**src/rtl/serial_word_framer.sv**
```systemverilog
// serial_word_framer: hunts for a sync pattern, then frames the following WIDTH bits MSB-first into a valid/ready word register.
module serial_word_framer #(
    parameter int WIDTH = 8,
    parameter int SYNC_W = 8,
    parameter logic [SYNC_W-1:0] SYNC_PAT = 8'b1010_0101
) (
    input  logic             clk,
    input  logic             rst,
    input  logic             din,
    input  logic             din_en,
    output logic [WIDTH-1:0] word,
    output logic             word_valid,
    input  logic             word_ready,
    output logic             locked,
    output logic             overflow,
    output logic [7:0]       frame_cnt
);
    localparam int CW = $clog2(WIDTH);
    localparam logic [CW-1:0] LAST = CW'(WIDTH - 1);

    typedef enum logic {HUNT, COLLECT} state_t;

    state_t            state, state_d;
    logic [SYNC_W-1:0] sync_sr, sync_d;
    logic [WIDTH-1:0]  data_sr, data_d, word_d;
    logic [CW-1:0]     bit_cnt, cnt_d;
    logic              valid_d, ovf_d, done;
    logic [7:0]        fcnt_d;

    assign locked = (state == COLLECT);

    always_ff @(posedge clk or posedge rst) begin
        if (rst) begin
            state      <= HUNT;
            sync_sr    <= '0;
            data_sr    <= '0;
            bit_cnt    <= '0;
            word       <= '0;
            word_valid <= 1'b0;
            overflow   <= 1'b0;
            frame_cnt  <= '0;
        end else begin
            state      <= state_d;
            sync_sr    <= sync_d;
            data_sr    <= data_d;
            bit_cnt    <= cnt_d;
            word       <= word_d;
            word_valid <= valid_d;
            overflow   <= ovf_d;
            frame_cnt  <= fcnt_d;
        end
    end

    always_comb begin
        state_d = state;
        sync_d  = sync_sr;
        data_d  = data_sr;
        cnt_d   = bit_cnt;
        word_d  = word;
        valid_d = word_valid;
        ovf_d   = overflow;
        fcnt_d  = frame_cnt;
        done    = 1'b0;
        if (din_en) begin
            if (state == HUNT) begin
                sync_d = {sync_sr[SYNC_W-2:0], din};
                if (sync_d == SYNC_PAT) begin
                    state_d = COLLECT;
                    cnt_d   = '0;
                end
            end else begin
                data_d = {data_sr[WIDTH-2:0], din};
                cnt_d  = bit_cnt + CW'(1);
                if (bit_cnt == LAST) begin
                    done    = 1'b1;
                    state_d = HUNT;
                    sync_d  = '0;
                    cnt_d   = '0;
                end
            end
        end
        if (word_valid && word_ready)
            valid_d = 1'b0;
        // a completed word only lands if the slot is empty or being emptied this edge
        if (done) begin
            if (!word_valid || word_ready) begin
                word_d  = data_d;
                valid_d = 1'b1;
                fcnt_d  = frame_cnt + 8'd1;
            end else begin
                ovf_d = 1'b1;
            end
        end
    end
endmodule

```
**config.mk**
```make
export PLATFORM = sky130hd
export DESIGN_NAME = serial_word_framer
export DESIGN_NICKNAME = d
export VERILOG_FILES = /design/src/rtl/serial_word_framer.sv
export SDC_FILE = /design/constraint.sdc
export NUM_CORES = 1
export LEC_CHECK = 0
export CORE_ASPECT_RATIO = 1.1
export CORE_UTILIZATION = 47
export CTS_CLUSTER_SIZE = 25
export DETAILED_ROUTE_END_ITERATION = 6
export HOLD_SLACK_MARGIN = 0.02
export PLACE_DENSITY = 0.77
export SLEW_MARGIN = 20
export SYNTH_ARGS = -nofsm -noshare
export SYNTH_HDL_FRONTEND = slang
export SYNTH_SLANG_ARGS = --single-unit
```
**constraint.sdc**
```tcl
create_clock -name clk -period 1.5 [get_ports clk]
set_input_delay 0.45 -clock clk [delete_from_list [all_inputs] [get_ports clk]]
set_output_delay 0.45 -clock clk [all_outputs]
set_load 0.05 [all_outputs]
```
---- After elaboration in Yosys (flattened, before gate mapping) ----
Index checks and enable logic that the tools add are counted.
storage, ports and cells
  bits in registers ....................... 37
  input port bits ......................... 5
  logic and storage cells ................. 38
operators by class
  reductions and logical operators ........ 8
  add/subtract/negate cells ............... 2
  mux-type cells .......................... 16
  bitwise logic cells ..................... 1
  eq/ne operators ......................... 3
operator list
  cell                   number
  $mux W8                2
  $mux W7                2
  $mux W1                9
  $mux W3                3
  $add A8 B1 Y8 const B  1
  $eq A8 B8 Y1 const B   1
  $reduce_and A2 Y1      4
  $add A3 B1 Y3 const B  1
  $eq A3 B3 Y1 const B   1
  $ne A2 B1 Y1 const B   1
  $reduce_bool A2 Y1     1
  $logic_and A1 B1 Y1    1
  $logic_not A1 Y1       1
  $logic_or A1 B1 Y1     1
  $not A1 Y1             1

---- Longest topological paths before layout ----
  depth in word-level cells ............... 5
  gate-level depth with buffers ........... 6
  depth with buffers taken out ............ 5

---- Worst setup path after synthesis ----
Ideal clock, no wire load.
  kind .................................... register -> register
  from .................................... register state (netlist: locked)
  to ...................................... register word[0]
  stages on the path, launching flop included .. 6
  path buffers ............................ 2
  path slack .............................. -0.185 ns
  required time ........................... 1.375 ns
  arrival ................................. 1.560 ns
  cell sequence ........................... dfrtp_1 -> buf_6 -> nand2_4 -> buf_6 -> mux2_4 -> mux2_4
on the way
  elaborated cells between the ends (all ways) .. 5
  those cells by class .................... mux (4); reduce/logical (1)
RTL lines
  item                    RTL line  text
  start, declared         23        state_t state, state_d;
  start signal, assigned  43        state <= state_d;
  $mux W8                 65        if (state == HUNT) begin
  $mux W8                 64        if (din_en) begin
  named net data_d[0]     25        logic [WIDTH-1:0] data_sr, data_d, word_d;
  end signal, assigned    47        word <= word_d;
  end, declared           11        output logic [WIDTH-1:0] word,
The timed path passes the listed nets, and every way through them passes these cells.
A chain may end at the register's enable or synchronous reset.

---- Worst setup path in the final report ----
  from .................................... register bit_cnt[0]
  to ...................................... register frame_cnt[6]
on the way
  cells in the longest elaborated chain, start to end .. 5
ends and longest elaborated chain
  item                                RTL line  text
  start, declared                     26        logic [CW-1:0] bit_cnt, cnt_d;
  start signal, assigned              46        bit_cnt <= cnt_d;
  $eq A3 B3 Y1                        74        if (bit_cnt == LAST) begin
  $mux W1                             74
  $mux W1                             65
  $mux W1                             64
  $reduce_and A2 Y1 (no source line)  -
  end signal, assigned                50        frame_cnt <= fcnt_d;
  end, declared                       16        output logic [7:0] frame_cnt
No other way between the ends.

==> impl_metrics.tcl <==
set metrics [dict create \
    period_needed_ns 1.55 \
    insertion_delay_ns 0.34 \
    grt_pass1_vias 1192 \
    antenna_left 0 \
    violations "DRC, setup timing" \
    worst_slew_pin_slew_ns 0.482 \
    setup_viol 12 \
    vias 1064 \
    fmax_mhz 647 \
    status "complete, but fails checks" \
    yosysTopAreaCellShare 0.573 \
    fp-row-count 21 \
    ys_ff_latch 37 \
    dp.cells 177 \
    path_clk_slew_ns 0.11 \
    grtUsageTotal 0.206 \
    nets 165 \
    yosys_warnings 0 \
    postRouteWirelength_um 3300 \
    worst_slew_margin_rel 0.678 \
    fp.dieH_um 63.5 \
    cp.required_ns 1.76 \
    fin_util 0.746 \
    worst-setup-path-type "flip-flop to flip-flop" \
    preCtsSetupSlack_ns -0.527 \
    grt_max_degree 38 \
    drtPass1Iterations 5 \
    timing.final.ws_setup_ns -0.0458 \
    critPathCaptureType "flip-flop" \
    hpwl_um 2130 \
    most-common-layout-cells "35 x dfrtp_1, 20 x buf_12, 15 x mux2_4, 14 x buf_4, 7 x a22o_1" \
    report.final.slew_viol_count 0 \
    multi_input_area_sq_um 743 \
    clockBufferDepth 2 \
    hold_path.class "primary input to asynchronous set/reset pin" \
    gp_congestion 0.778 \
    syn_nets 122 \
    cts_buffers 5 \
    holdBufCountCts 0 \
    rsz0062_at_grt "yes" \
    critPathMaxFanout 4 \
    cts_num_sinks 37 \
    io_buffers 23 \
    via_per_inst 5.57 \
    cap_violations 0 \
    power_density_nw_per_um2 799 \
    dieArea_sq_um 3680 \
    layout_commonest_cell "dfrtp_1" \
    synth.yosys.seq_area_share 0.573 \
    syn_area_per_cell_sq_um 14.3 \
    startpoint_type "flip-flop" \
    hold_viol 0 \
    final_layout_size_suffix_gt1_frac 0.490 \
    fin_cells 191 \
    area_growth_pct 45.4 \
    fp.dieW_um 57.9 \
    grt-ovfl-total 0 \
    ir_drop_mv 0.496 \
    fin_worst_skew_ns 0.00951 \
    cts-root-buf "clkbuf_4" \
    n_fill_cell 205 \
    wire_per_inst_um 17.3 \
    antenna_found_initial 0 \
    finalSetupTns_ns -0.239 \
    cts_tree "built" \
    initial_utilization 0.513 \
    cts_max_level 2 \
    ys_top_cells_by_area "dfrtp_1 57%, mux2_4 14%, a22o_1 3.8%" \
    diodes 0 \
    regArea_sq_um 928 \
    drt_iter0_drc 38 \
    final_area_sq_um 2350 \
    grt_pass1_wl_um 5640 \
    p_leak_nw 1.15 \
    p_total_mw 1.88 \
    drc_errors 1 \
    synth_top_cell_by_area "dfrtp_1" \
    syn_inst 113 \
    place_area_sq_um 2170 \
    cp.arrival_ns 1.81 \
    io_pins 24 \
    syn_area_sq_um 1620 \
    fin_hold_ws_ns 0.447 \
    core-area_sq_um 3150 \
    synth_cell_type_count 28 \
    min_period_over_period 1.03 \
]
sequential cells by signal (all words and copies together) (netlist names):
| signal | count |
|---|---|
| word_valid | 1 |
| bit_cnt | 3 |
| sync_sr | 7 |
| overflow | 1 |
| word | 8 |
| frame_cnt | 8 |
| data_sr | 8 |
| locked | 1 |
timing repair:
action                                  in CTS  in global routing
gates resized for setup                     16                  4
gates cloned                                 1                  0
endpoints found under the setup margin      20                 17
buffers inserted                             4                  2
hold endpoints to repair                     0                  0
pin swaps                                    9                  1
synth_stat cells:
cell / number
xor2_1: 6
clkbuf_1: 1
o21a_1: 1
or2b_1: 1
nand2_4: 1
mux2_4: 15
nand2_1: 6
or3_1: 1
nor3b_1: 1
nor4_1: 2
a41o_1: 1
xnor2_1: 1
nand3_1: 2
ha_1: 4
nor2b_1: 2
o21ai_0: 3
mux2_2: 2
buf_6: 5
o21ai_1: 1
or2_1: 1
nor3_1: 4
nand4bb_1: 1
dfrtp_1: 37
nand3_2: 1
inv_1: 2
nand4b_1: 1
a22o_1: 7
nand4_1: 3
cell type report:
class	instances	area share
Sequential cell	37	0.395
Multi-Input combinational cell	69	0.316
Timing Repair Buffer	41	0.246
Tap cell	34	0.0181
Clock buffer	6	0.0176
Clock inverter	2	0.00426
Inverter	2	0.00319
worst max-delay path, cell delays in order, from the launching register on:
cell,delay [ns]
dfrtp_1,0.41
ha_4,0.17
ha_4,0.14
buf_6,0.09
nand4_1,0.15
buf_6,0.19
nor3_4,0.16
xor2_1,0.16
kinds of logic (layout without fill, tap and decap cells):
kind of cell    count (synthesis)  in the layout  share of synthesized area
compound gates                 13             13                     0.0611
fa+ha+maj                       4              4                     0.0310
xor+xnor                        7              7                     0.0379
mux                            17             17                      0.153
buf+inv                         8             51                     0.0418
simple gates                   27             28                      0.102
flops                          37             37                      0.573
report_power, final:
group	switching, mW	leakage [nW]	internal, mW
Clock	0.322	0.0320	0.179
Combinational	0.118	0.611	0.155
Sequential	0.0479	0.504	1.06
Total	0.488	1.15	1.39
per-layer routing:
layer | share of wire | wire (um) | global-route usage
met5 | 0 | 0 | 0
met4 | 0.034 | 112 | 0.128
met3 | 0.038 | 126 | 0.0513
met2 | 0.52 | 1700 | 0.336
met1 | 0.41 | 1360 | 0.240
path summary, 6_finish.rpt:
path                                        startpoint                        to  slack (ns)  depth (start not counted)
worst max-delay path            bit_cnt[0]$_DFFE_PP0P_  frame_cnt[6]$_DFFE_PP0P_       -0.05                          7
worst min-delay path                               rst      data_sr[6]$_DFF_PP0_        0.45                          3
worst max register to register  bit_cnt[0]$_DFFE_PP0P_  frame_cnt[6]$_DFFE_PP0P_       -0.05                          7
worst min register to register  sync_sr[6]$_DFFE_PP0P_    sync_sr[6]$_DFFE_PP0P_        0.52                          1
max in group asynchronous                          rst        locked$_DFFE_PP0P_        0.85                          3
min in group clk                sync_sr[6]$_DFFE_PP0P_    sync_sr[6]$_DFFE_PP0P_        0.52                          1
Note: power is estimated with default switching activity, not from simulation.
